## src/rtl/pipe_feed_ctrl.sv

```systemverilog
// -----------------------------------------------------------------------------
// pipe_feed_ctrl
//
// Issue controller between an upstream 32-bit FIFO and one CPU pipeline stage.
// Pops upstream words, forwards the first KEEP words of every FRAME_LEN-word
// frame to the CPU (din/valid) and pops-and-drops the rest. Keep-slot pops are
// credit-gated so the downstream FIFO (DN_DEPTH deep) can never overflow.
//
// Optional feature: define PIPE_FEED_STATS_EN to build the issued/dropped
// word counters; when undefined both counter outputs are tied to 0.
//
// Ports:
//   bus_clk      in   1   clock, rising edge
//   rst          in   1   synchronous active-high reset
//   enable       in   1   level, allows issuing
//   flush        in   1   pulse, discard upstream contents
//   up_empty     in   1   upstream FIFO empty
//   up_rd_en     out  1   upstream FIFO read strobe
//   up_dout      in   32  upstream FIFO data, valid the cycle after up_rd_en
//   cpu_din      out  16  data to CPU (up_dout[15:0])
//   cpu_valid    out  1   CPU input valid, one cycle per forwarded word
//   dn_pop       in   1   downstream FIFO read accepted, returns one credit
//   credits      out  CW  current credit count
//   busy         out  1   high whenever the FSM is not IDLE
//   issued_cnt   out  32  forwarded-word counter (stats build only)
//   dropped_cnt  out  32  dropped-word counter (stats build only)
// -----------------------------------------------------------------------------
module pipe_feed_ctrl #(
    parameter int FRAME_LEN = 4,
    parameter int KEEP      = 1,
    parameter int DN_DEPTH  = 512,
    parameter int CW        = 10
) (
    input  logic          bus_clk,
    input  logic          rst,
    input  logic          enable,
    input  logic          flush,
    input  logic          up_empty,
    output logic          up_rd_en,
    input  logic [31:0]   up_dout,
    output logic [15:0]   cpu_din,
    output logic          cpu_valid,
    input  logic          dn_pop,
    output logic [CW-1:0] credits,
    output logic          busy,
    output logic [31:0]   issued_cnt,
    output logic [31:0]   dropped_cnt
);

    localparam int FW = $clog2(FRAME_LEN);
    localparam logic [FW-1:0] LAST_IDX   = FW'(FRAME_LEN - 1);
    localparam logic [FW:0]   KEEP_V     = (FW + 1)'(KEEP);
    localparam logic [CW-1:0] CREDIT_MAX = CW'(DN_DEPTH);

    typedef enum logic [1:0] {
        S_IDLE,
        S_RUN,
        S_FLUSH
    } state_t;

    state_t        r_state;
    state_t        w_state_nxt;
    logic [FW-1:0] r_frame_idx;
    logic [CW-1:0] r_credits;
    logic          r_valid;
    logic [15:0]   r_din;
    logic          r_pop_prev;

    logic          w_keep_slot;
    logic          w_credits_avail;
    logic          w_rd_run;
    logic          w_rd_flush;
    logic          w_keep_pop;
    logic          w_unused_dout;

    assign w_unused_dout = &{1'b0, up_dout[31:16]};

    assign w_keep_slot = ({1'b0, r_frame_idx} < KEEP_V);

    // r_valid is exactly "a keep-slot pop happened last cycle", so it doubles
    // as the pending term: one credit is held back for that word.
    assign w_credits_avail = (r_credits > {{(CW-1){1'b0}}, r_valid});

    // NOTE: every signal written here gets a default first, so no path can
    // leave one unassigned and infer a latch.
    always_comb begin
        w_state_nxt = r_state;
        w_rd_run    = 1'b0;
        w_rd_flush  = 1'b0;
        case (r_state)
            S_IDLE: begin
                if (flush)       w_state_nxt = S_FLUSH;
                else if (enable) w_state_nxt = S_RUN;
            end
            S_RUN: begin
                // A disable or flush request stops popping in that same
                // cycle, so no word is popped that the next state would orphan.
                if (flush)        w_state_nxt = S_FLUSH;
                else if (!enable) w_state_nxt = S_IDLE;
                else              w_rd_run = !up_empty && (!w_keep_slot || w_credits_avail);
            end
            S_FLUSH: begin
                w_rd_flush = !up_empty;
                // Wait one quiet cycle so the last popped word has left the
                // FIFO output before declaring the flush done.
                if (up_empty && !r_pop_prev) w_state_nxt = S_IDLE;
            end
            default: w_state_nxt = S_IDLE;
        endcase
    end

    assign w_keep_pop = w_rd_run && w_keep_slot;

    // Gating with rst keeps the read strobe quiet during the reset cycle,
    // so reset never steals a word from the upstream FIFO.
    assign up_rd_en  = (w_rd_run || w_rd_flush) && !rst;
    assign busy      = (r_state != S_IDLE);
    assign credits   = r_credits;
    assign cpu_valid = r_valid;

    // The upstream FIFO registers its output, so the popped word is on
    // up_dout exactly in the valid cycle; afterwards the last word is held.
    assign cpu_din = r_valid ? up_dout[15:0] : r_din;

    // NOTE: sequential state uses non-blocking assignments so every register
    // samples the pre-edge values regardless of statement order.
    always_ff @(posedge bus_clk) begin
        if (rst) begin
            r_state     <= S_IDLE;
            r_frame_idx <= '0;
            r_credits   <= CREDIT_MAX;
            r_valid     <= 1'b0;
            r_din       <= '0;
            r_pop_prev  <= 1'b0;
        end else begin
            r_state    <= w_state_nxt;
            r_valid    <= w_keep_pop;
            r_pop_prev <= up_rd_en;
            if (r_valid) r_din <= up_dout[15:0];

            if (r_state != S_FLUSH && w_state_nxt == S_FLUSH)
                r_frame_idx <= '0;
            else if (w_rd_run)
                r_frame_idx <= (r_frame_idx == LAST_IDX) ? '0 : r_frame_idx + FW'(1);

            // A return arriving with a keep pop cancels out; a lone return
            // while already full is ignored.
            if (w_keep_pop && !dn_pop)
                r_credits <= r_credits - CW'(1);
            else if (!w_keep_pop && dn_pop && r_credits != CREDIT_MAX)
                r_credits <= r_credits + CW'(1);
        end
    end

`ifdef PIPE_FEED_STATS_EN
    logic [31:0] r_issued;
    logic [31:0] r_dropped;

    always_ff @(posedge bus_clk) begin
        if (rst) begin
            r_issued  <= '0;
            r_dropped <= '0;
        end else begin
            if (r_valid)                  r_issued  <= r_issued + 32'd1;
            if (w_rd_run && !w_keep_slot) r_dropped <= r_dropped + 32'd1;
        end
    end

    assign issued_cnt  = r_issued;
    assign dropped_cnt = r_dropped;
`else
    assign issued_cnt  = '0;
    assign dropped_cnt = '0;
`endif

endmodule
```

## config.mk

```make
export PLATFORM = sky130hd
export DESIGN_NAME = pipe_feed_ctrl
export DESIGN_NICKNAME = d
export VERILOG_FILES = /design/src/rtl/pipe_feed_ctrl.sv
export SDC_FILE = /design/constraint.sdc
export NUM_CORES = 1
export LEC_CHECK = 0
export ABC_AREA = 0
export CORE_MARGIN = 2
export CORE_UTILIZATION = 30
export DETAILED_ROUTE_END_ITERATION = 8
export PLACE_DENSITY = 0.67
export SYNTH_ARGS = -nofsm -noshare
export SYNTH_HDL_FRONTEND = slang
export SYNTH_SLANG_ARGS = --single-unit
```

## constraint.sdc

```tcl
create_clock -name bus_clk -period 5.3 [get_ports bus_clk]
set_input_delay 0.53 -clock bus_clk [delete_from_list [all_inputs] [get_ports bus_clk]]
set_output_delay 0.53 -clock bus_clk [all_outputs]
set_load 0.05 [all_outputs]
```

==> results_dict.tcl, run 1 <==
set metrics [dict create \
    synth_top_family_by_area "buffers and inverters" \
    synth.distinct_cells 42 \
    synth_xor_area_share_pct 2.81 \
    power-per-cell-area_mw_per_mm2 312 \
    final_area_mm2 0.00268 \
    clk_latency_ns 0.28 \
    die_area_mm2 0.00798 \
    cts_max_level 2 \
    power.leakage_nw 1.24 \
    reg2reg_slack_ns 1.52 \
    setup.worst_path.end_class "flip-flop" \
    antenna_found_initial 0 \
    maxSlewViolCount 0 \
    grt_pass1_vias 1290 \
    regToRegStartpoint "cpu_valid" \
    n_antenna_cell 0 \
    vias 1537 \
    drive_gt1_share_pct 11.9 \
    cp.required_ns 5.51 \
    grt_overflow 0 \
    rows 31 \
    outcome "complete, no violations" \
    ir_drop_mv 0.143 \
    crit_type "reg -> reg" \
    period_share_pct 71.2 \
    cts_buffers 5 \
    grt_max_degree 35 \
    cp.arrival_ns 3.99 \
    synth_cells 232 \
    busiest_layer "met2" \
    rr_endpoint "credits[7]" \
    synth-simple-area-share_pct 18.3 \
    drc_errors 0 \
    ys_seq_elements 32 \
    via_per_inst 4.00 \
    drtAntennaViolNets 0 \
    min_period_ns 3.78 \
    cap_violations 0 \
    fin_util_pct 37.6 \
    worstMarginPinSlew_ns 0.798 \
    layout_common_cells "conb_1, clkdlybuf4s50_1, dfxtp_1, nor2b_1, mux2_2" \
    clockBufferDepth 2 \
    instances_no_fill 384 \
    ios 131 \
    wirelength_um 4010 \
    timing.fmax_mhz 265 \
    synthMuxAreaShare_pct 11.9 \
    use_met1_pct 12.2 \
    layout_commonest_cell "conb_1" \
    dp_hpwl_um 3010 \
    finalSetupTns_ns 0 \
    ctsRootBufferMaster "clkbuf_8" \
    met3_usage_pct 3.32 \
    portBuffers 50 \
    drtPass1Iterations 4 \
    cts_tree "built" \
    rsz0062_at_grt "false" \
    hp-class "reg -> reg" \
    placed_area_mm2 0.00255 \
    slew-limit-headroom_pct 46.7 \
    gp_congestion 0.728 \
    synth_compound_area_share_pct 6.70 \
    yosysWarningCount 0 \
    worstSetupStartpointType "flip-flop" \
    clock_skew_ns 0.00626 \
    hold_viol_final 0 \
    min-delay-start "credits[7]" \
    dp.cells 376 \
    endpoint "credits[7]" \
    postCtsHoldBufs 0 \
    ctsResizeCount 0 \
    synthAdderAreaFrac_pct 7.22 \
    grt_pass1_wl_um 6050 \
    grt_usage_pct 9.94 \
    die_h_um 89.3 \
    area_growth_pct 22.7 \
    syn_area_mm2 0.00218 \
    first_iter_violations 20 \
    path_max_fanout 18 \
    core_area_mm2 0.00714 \
    fillers 746 \
    die_x_um 89.3 \
    crit_start "cpu_valid" \
    route.detailed.wl_per_inst_um 10.4 \
    initial_core_util_pct 30.6 \
    gr-usage-met2_pct 16.2 \
    avgSynthCellArea_um2 9.42 \
    cts_num_sinks 32 \
    nets 334 \
    r2r_cells 11 \
    path_clk_slew_ns 0.07 \
    ys_seq_area_share_pct 29.3 \
    postCtsSetupBuffers 0 \
    finalSetupViolCount 0 \
]
[per-stage QoR]
| stage | worst slack (ns) | power, mW | hold slack (ns) |
|---|---|---|---|
| final | 1.52 | 0.837 | 0.496 |
| after global routing | 1.24 | 0.886 | 0.547 |
| after CTS | 1.48 | 0.850 | 0.505 |
| after detailed placement | 1.51 | 0.587 | 0.497 |
| after global placement | 1.53 | 0.583 | 0.487 |
| after floorplan | 1.87 | 0.558 | 0.470 |
[where the power goes]
group | internal [mW] | switching (mW) | total, mW
sequential | 0.254 | 0.0179 | 0.271
clock | 0.166 | 0.0921 | 0.258
combinational | 0.0920 | 0.216 | 0.308
[synthesized netlist by cell type, drive strengths merged]
master  count  share of area (%)
o21bai      1               0.34
nor3b       1               0.57
o211a       1               0.80
clkbuf      4               0.69
and4bb      1               0.74
ha         11                6.3
nand4b      3                1.5
or2         1               0.29
nand2       4               0.69
nand4       1               0.29
or3         3               0.86
a211oi      2               0.69
mux2       16                8.2
nor2b      20                5.7
or4         1               0.34
o22ai       2               0.57
xor2        2               0.80
nor2       13                2.6
dfxtp      32                 29
a21oi       7                1.6
buf        65                 22
nor4        3                1.4
inv         4               0.69
a31oi       1               0.29
mux2i       8                3.7
nand3b      1               0.34
fa          1               0.92
o21a        1               0.34
and2        2               0.57
nand2b      1               0.29
a21boi      1               0.34
a21o        2               0.69
nor3        7                2.1
o21ai       1               0.23
conb        1               0.17
xnor2       5                2.0
o31a        2               0.80
[critical path: stages (launching register included)]
cell	delay, ns
dfxtp_1	0.84
ha_1	0.36
nor2_1	0.08
and4bb_4	0.26
nor3_4	0.53
ha_1	0.41
a21o_1	0.20
a21oi_1	0.16
a21boi_0	0.17
o31a_1	0.26
or3_1	0.30
a21oi_1	0.13
[how the worst min path moves through the flow]
stage	endpoint	slack, ns	cells past startpoint
floorplan	r_frame_idx[0]	0.47	2
global placement	r_frame_idx[0]	0.49	2
detailed placement	credits[7]	0.50	2
CTS	credits[7]	0.50	2
global route	r_frame_idx[0]	0.55	2
finish	credits[7]	0.50	2
[routing by layer]
| metal | part of all wire, % | vias up |
|---|---|---|
| li1 | - | 762 |
| met1 | 46 | 691 |
| met2 | 43 | 78 |
| met3 | 9.5 | 6 |
| met4 | 1.5 | 0 |
| met5 | 0 | - |
[kinds of logic after synthesis]
logic type | after synthesis
buf+inv | 73
simple gates | 62
flops | 32
mux | 24
compound gates | 21
fa+ha+maj | 12
xor+xnor | 7
other cells | 1
[final cells by class]
class | instances | area [um^2] | area share (%)
multi-input cells | 190 | 1270 | 47.2
well taps | 99 | 124 | 4.62
flip-flops and latches | 32 | 641 | 23.9
repair buffers | 51 | 508 | 19.0
inverters | 4 | 15.0 | 0.560
clock buffers | 7 | 96.3 | 3.59
clock inverters | 1 | 30.0 | 1.12
[flip-flops by register name (all words and copies together), names as in the netlist]
signal       count
cpu_valid        1
r_din           16
r_pop_prev       1
r_state          2
credits         10
r_frame_idx      2
No activity file was read; power rests on OpenSTA's default activity.
==> run 2: changes to the inputs <==
--- a/config.mk
+++ b/config.mk
@@ -9,7 +9,7 @@
 export CORE_MARGIN = 2
 export CORE_UTILIZATION = 30
 export DETAILED_ROUTE_END_ITERATION = 8
-export PLACE_DENSITY = 0.67
+export PLACE_DENSITY = 0.69
 export SYNTH_ARGS = -nofsm -noshare
 export SYNTH_HDL_FRONTEND = slang
 export SYNTH_SLANG_ARGS = --single-unit
==> constraint.sdc (replaced) <==
create_clock -name bus_clk -period 3.15 [get_ports bus_clk]
set_input_delay 0.315 -clock bus_clk [delete_from_list [all_inputs] [get_ports bus_clk]]
set_output_delay 0.315 -clock bus_clk [all_outputs]
set_load 0.05 [all_outputs]
==> run 2 against run 1 <==
  * Die area unchanged
  * Register-to-register slack got worse by 1.4 ns
  * Final cell count up 1.6%
  * Global-route usage up 0.50 points
  * Hold slack gained 0.011 ns
  * Clock power up 41%
  * Sequential cell count unchanged
  * Routed wire length rose by 4.6%
  * Core utilization rose by 0.39 points
  * Largest cell class unchanged
==> results_dict.tcl, run 2 (same netlist as run 1, synthesis figures left out) <==
set metrics [dict create \
    fillers 748 \
    layout_common_cells "conb_1, clkdlybuf4s50_1, dfxtp_1, nor2b_1, mux2_2" \
    cp.required_ns 3.37 \
    placed_area_mm2 0.00260 \
    area_growth_pct 23.9 \
    postCtsSetupBuffers 0 \
    grt_pass1_vias 1395 \
    clock_skew_ns 0.00209 \
    ir_drop_mv 0.275 \
    grt_pass1_wl_um 6490 \
    rows 31 \
    die_h_um 89.3 \
    min_period_ns 3.00 \
    layout_commonest_cell "conb_1" \
    cap_violations 0 \
    die_x_um 89.3 \
    grt_overflow 0 \
    final_area_mm2 0.00271 \
    maxSlewViolCount 0 \
    timing.fmax_mhz 333 \
    ios 131 \
    hp-class "reg -> reg" \
    dp.cells 382 \
    grt_usage_pct 10.4 \
    slew-limit-headroom_pct 65.5 \
    power-per-cell-area_mw_per_mm2 497 \
    largest_reg_flops 16 \
    core_area_mm2 0.00714 \
    path_max_fanout 7 \
    cts_max_level 2 \
    route.detailed.wl_per_inst_um 10.7 \
    hold_viol_final 0 \
    rsz0062_at_grt "true" \
    die_area_mm2 0.00798 \
    cp.arrival_ns 3.22 \
    path_clk_slew_ns 0.07 \
    ctsRootBufferMaster "clkbuf_8" \
    finalSetupViolCount 0 \
    n_antenna_cell 0 \
    dp_hpwl_um 3120 \
    via_per_inst 3.95 \
    top_register "r_din" \
    instances_no_fill 390 \
    cts_num_sinks 32 \
    initial_core_util_pct 30.6 \
    antenna_found_initial 0 \
    period_share_pct 95.3 \
    nets 340 \
    grt_max_degree 34 \
    drc_errors 0 \
    drive_gt1_share_pct 14.8 \
    clk_latency_ns 0.28 \
    vias 1542 \
    clockBufferDepth 2 \
    cts_buffers 5 \
    worstMarginPinSlew_ns 0.516 \
    setup.worst_path.end_class "flip-flop" \
    drtAntennaViolNets 0 \
    postCtsHoldBufs 0 \
    gp_congestion 0.892 \
    wirelength_um 4190 \
    power.leakage_nw 1.26 \
    crit_type "reg -> reg" \
    drtPass1Iterations 4 \
    portBuffers 50 \
    worstSetupStartpointType "flip-flop" \
    outcome "complete, no violations" \
    first_iter_violations 39 \
    cts_tree "built" \
]
==> run 2: final cells by class <==
class / instances / area [um^2] / area share, %
inverter: 4 / 15.0 / 0.555
tap: 99 / 124 / 4.57
clock inverter: 2 / 12.5 / 0.462
multi-input combinational: 190 / 1270 / 46.8
clock buffer: 6 / 93.8 / 3.47
sequential: 32 / 646 / 23.8
timing repair buffer: 57 / 551 / 20.3
==> run 2: per-stage QoR <==
stage          hold WS [ns]  setup slack, ns  util [%]  TNS, ns  power [mW]
2_1_floorplan         0.387           0.0208         -        0       0.941
3_3_place_gp          0.486           0.0363      36.4        0       0.985
3_5_place_dp          0.496           0.0127      36.4        0       0.990
4_1_cts               0.510           0.0569      37.9        0        1.36
5_1_grt               0.527          -0.0264      37.9  -0.0280        1.42
6_report              0.507            0.149      37.9        0        1.34
==> run 2: repair_timing <==
| action | in CTS | in global routing |
|---|---|---|
| setup endpoints to repair | 0 | 2 |
| hold endpoints to repair | 0 | 0 |
| gates resized for setup | 0 | 1 |
==> run 2: worst paths after layout <==
kind | to | depth (start not counted) | from | slack (ns)
max | credits[9] | 11 | credits[0] | 0.15
min | r_frame_idx[0] | 2 | r_frame_idx[0] | 0.51
max reg2reg | credits[9] | 11 | credits[0] | 0.15
min reg2reg | r_frame_idx[0] | 2 | r_frame_idx[0] | 0.51
==> run 2: power by group <==
part / internal [mW] / switching [mW] / leakage (nW)
clock network: 0.202 / 0.163 / 0.0523
registers: 0.428 / 0.0288 / 0.260
logic: 0.156 / 0.367 / 0.950
==> run 2: routing by layer <==
| layer | wire length [um] | track usage, % |
|---|---|---|
| met5 | 0 | 0 |
| met3 | 322 | 2.95 |
| met2 | 1890 | 18.0 |
| met1 | 1950 | 12.9 |
| met4 | 25 | 2.44 |
==> run 2: worst max-delay path, stage by stage, from the launching register on <==
cell	delay (ns)
dfxtp_4	0.37
inv_1	0.08
ha_1	0.27
nor2_1	0.08
and4bb_4	0.26
nor3_4	0.30
ha_1	0.33
and2_1	0.20
or4_1	0.40
o22ai_1	0.20
mux2i_1	0.26
mux2i_1	0.19
==> run 3: changes to the inputs <==
--- a/config.mk
+++ b/config.mk
@@ -10,6 +10,7 @@
 export CORE_UTILIZATION = 30
 export DETAILED_ROUTE_END_ITERATION = 8
 export PLACE_DENSITY = 0.69
+export SETUP_SLACK_MARGIN = 0.4
 export SYNTH_ARGS = -nofsm -noshare
 export SYNTH_HDL_FRONTEND = slang
 export SYNTH_SLANG_ARGS = --single-unit
==> run 3 against run 2 <==
  * Clock skew increased by 0.0079 ns
  * Highest routed layer unchanged
  * Sequential share of layout area down 1.3 points
  * Maximum frequency rose by 10%
  * Via count grew 3.8%
  * Worst setup slack improved by 0.27 ns
  * Clock power is 19% higher
  * Critical path depth increased by 3
  * Final cell count up 2.3%
==> results_dict.tcl, run 3 (same netlist as run 1, synthesis figures left out) <==
set metrics [dict create \
    portBuffers 50 \
    drive_gt1_share_pct 24.0 \
    gp_congestion 0.785 \
    ios 131 \
    grt_usage_pct 10.6 \
    cts_tree "built" \
    power.leakage_nw 1.37 \
    wirelength_um 4290 \
    path_clk_slew_ns 0.07 \
    die_h_um 89.3 \
    drc_errors 0 \
    antenna_found_initial 0 \
    cp.required_ns 3.37 \
    fillers 739 \
    cp.arrival_ns 2.95 \
    cts_num_sinks 32 \
    worstSetupStartpointType "flip-flop" \
    setup_ws_ns 0.421 \
    min_period_ns 2.73 \
    dp_hpwl_um 3160 \
    setup.worst_path.end_class "flip-flop" \
    outcome "complete, no violations" \
    nets 349 \
    cts_max_level 2 \
    drtAntennaViolNets 0 \
    timing.fmax_mhz 366 \
    drtPass1Iterations 4 \
    slew-limit-headroom_pct 54.2 \
    top_register "r_din" \
    n_antenna_cell 0 \
    ctsRootBufferMaster "clkbuf_8" \
    period_share_pct 86.6 \
    path_max_fanout 9 \
    via_per_inst 4.01 \
    ir_drop_mv 0.293 \
    worstMarginPinSlew_ns 0.684 \
    power-per-cell-area_mw_per_mm2 493 \
    hold_viol_final 0 \
    route.detailed.wl_per_inst_um 10.8 \
    area_growth_pct 33.1 \
    hold_ws_ns 0.485 \
    dpl_worst_slack_ns 0.0725 \
    rows 31 \
    die_x_um 89.3 \
    finalSetupViolCount 0 \
    grt_overflow 0 \
    maxSlewViolCount 0 \
    clockBufferDepth 2 \
    seqCellArea_um2 656 \
    grt_pass1_vias 1456 \
    crit_type "reg -> reg" \
    grt_pass1_wl_um 6630 \
    die_area_mm2 0.00798 \
    grt_max_degree 19 \
    cts_buffers 5 \
    finalSetupTns_ns 0 \
    hp-class "reg -> reg" \
    cap_violations 0 \
    rsz0062_at_grt "true" \
    layout_commonest_cell "conb_1" \
    clock_skew_ns 0.0100 \
    first_iter_violations 37 \
    multi_input_area_mm2 0.00135 \
    largest_reg_flops 16 \
    core_area_mm2 0.00714 \
    layout_common_cells "conb_1, clkdlybuf4s50_1, dfxtp_1, nor2b_1" \
    vias 1600 \
    initial_core_util_pct 30.6 \
    clk_latency_ns 0.29 \
]
-- run 3: worst paths after layout --
kind	cells past startpoint	start	slack, ns	end
setup / recovery	14	credits[0]	0.42	credits[7]
hold / removal	2	credits[7]	0.49	credits[7]
setup reg to reg	14	credits[0]	0.42	credits[7]
hold reg to reg	2	credits[7]	0.49	credits[7]
-- run 3: stage by stage --
| stage | util (%) | power [mW] | cells | instance area (um^2) |
|---|---|---|---|---|
| after global routing | 40.7 | 1.52 | 399 | 2910 |
| after detailed placement | 37.8 | 1.00 | 387 | 2700 |
| after global placement | 37.8 | 0.999 | 387 | 2700 |
| after floorplan | - | 0.946 | 295 | 2470 |
| after CTS | 39.9 | 1.44 | 395 | 2850 |
| final | 40.7 | 1.43 | 399 | 2910 |
-- run 3: where the power goes --
group | switching [mW] | leakage (nW) | total, mW | internal (mW)
clock network | 0.154 | 0.0645 | 0.433 | 0.279
logic | 0.365 | 1.04 | 0.538 | 0.173
registers | 0.0348 | 0.263 | 0.464 | 0.429
-- run 3: timing repair --
action | in CTS | in global routing
cloned | 0 | 0
setup endpoints to repair | 4 | 4
buffers inserted | 0 | 4
hold buffers | 0 | 0
pin swaps | 1 | 7
gates resized for setup | 6 | 5
-- run 3: cell type report --
cell class / instances / share of cell area (%)
clock buffers: 7 / 3.31
clock inverters: 1 / 1.03
inverters: 4 / 0.602
multi-input cells: 190 / 46.6
flip-flops and latches: 32 / 22.5
well taps: 99 / 4.26
repair buffers: 66 / 21.7
-- run 3: per-layer routing --
metal | share of wire, % | vias to the layer above | track usage [%]
met1 | 42 | 738 | 12.4
li1 | - | 786 | -
met3 | 7.9 | 7 | 3.14
met5 | 0 | - | 0
met4 | 1.1 | 0 | 3.26
met2 | 49 | 69 | 18.6
-- run 3: critical path: stages, from the launching register on --
cell and delay [ns]:
dfxtp_4 0.39, inv_4 0.05, ha_4 0.25, nor2_1 0.03
and4bb_4 0.33, nor3_4 0.05, buf_12 0.15, ha_1 0.29
a21oi_2 0.07, nand4b_1 0.22, a21boi_2 0.19, buf_4 0.14
nor4_1 0.04, or3_1 0.34, a21oi_1 0.14
==> variant (settings of run 2) <==
Put one more register stage on the output `credits`, with the module's reset. The value now appears one clock later. The other outputs are not delayed to match.
--- a/src/rtl/pipe_feed_ctrl.sv
+++ b/src/rtl/pipe_feed_ctrl.sv
@@ -116,5 +116,11 @@
     assign up_rd_en  = (w_rd_run || w_rd_flush) && !rst;
     assign busy      = (r_state != S_IDLE);
-    assign credits   = r_credits;
+    always_ff @(posedge bus_clk) begin
+        if (rst) begin
+            credits <= '0;
+        end else begin
+            credits <= r_credits;
+        end
+    end
     assign cpu_valid = r_valid;
 
Formal check against the unedited RTL: not equivalent (a bounded check fails within 4 cycles, from zero or initial values and one cycle with rst high).
==> variant against run 2 <==
Sequential cell count increased by 10. Area after synthesis increased by 11%. Setup slack gained 0.044 ns. Count of clock-buffer cells in the layout unchanged. Power is 13% higher. Design area rose by 11%. Largest cell class unchanged. Die area is 11% higher. Critical endpoint is now r_credits[9]. Wire length increased by 4.0%. Largest power group is now registers.
==> variant: results (changes against run 2) <==
- XOR/XNOR Fraction of Synth Area: 2.518% (-0.29 points)
- DP Cell Count: 407 (+6.5%)
- FF/Latch Area: 843.3 um2 (+31%)
- Top post-synthesis cells by area: dfxtp_1 35%, buf_4 20%, mux2_2 7.4%
- Max rail drop VDD: 0.0001762 V (-36%)
- Final core occ: 38.61% (+0.67 points)
- Worst relative slew slack: 60.67% (-4.9 points)
- Final GP Congestion: 0.7673 (-14%)
- Share of cells above drive strength 1: 15.87% (+1.1 points)
- Post-route insts no fill: 417 (+6.9%)
- Outcome: finished, final reports clean
- Routed vias/inst: 4.089 (+3.4%)
- Flip-flop and latch count: 42 (+31%)
- Largest net degree at the start of global routing: 43 (+26%)
- Multiplexer share of the synthesized area: 10.28% (-1.6 points)
- Tot GR Track Use: 9.926% (-0.52 points)
- Final Hold Slack: 0.5044 ns (-0.002887 ns)
- Largest fanout on the critical path: 5 (-2)
- Final #Nets: 365 (+7.4%)
- Critical Path AT: 3.18 ns (-0.04 ns)
- Non-Clock Buffer Count: 63 (+11%)
- Skew final: 0.004814 ns (+0.002720 ns)
- Commonest cells in the netlist: 65 x buf_4, 42 x dfxtp_1, 28 x nor2b_1, 16 x mux2_2, 12 x nor2_1
- Worst reg2reg setup slack: 0.19 ns (+0.04 ns)
- Synth Area in Compound Gates: 6.475% (-0.23 points)
- Iter 0 DRT Violations: 81 (+110%)
- Vias in the first global route: 1531 (+9.7%)
- Post-Synth Adder-Cell Area: 6.475% (-0.74 points)
- Post-layout min period: 2.957 ns (-0.04388 ns)
-- variant: repair_timing --
item	CTS	global route
gates resized for setup	0	4
hold buffers	0	0
setup endpoints to repair	0	4
setup buffers	0	3
-- variant: power by group through the flow --
stage | combinational, mW | sequential (mW) | clock [mW]
4_1_cts | 0.496 | 0.595 | 0.442
2_1_floorplan | 0.426 | 0.641 | 0
6_report | 0.497 | 0.596 | 0.431
5_1_grt | 0.530 | 0.601 | 0.461
3_5_place_dp | 0.495 | 0.607 | 0
3_3_place_gp | 0.486 | 0.605 | 0
-- variant: metal layers --
metal | up-vias | part of all wire, % | track usage, %
met5 | - | 0 | 0
met2 | 87 | 45 | 17.08
li1 | 839 | - | -
met4 | 0 | 1.4 | 4.106
met3 | 5 | 9.5 | 2.006
met1 | 774 | 44 | 11.99
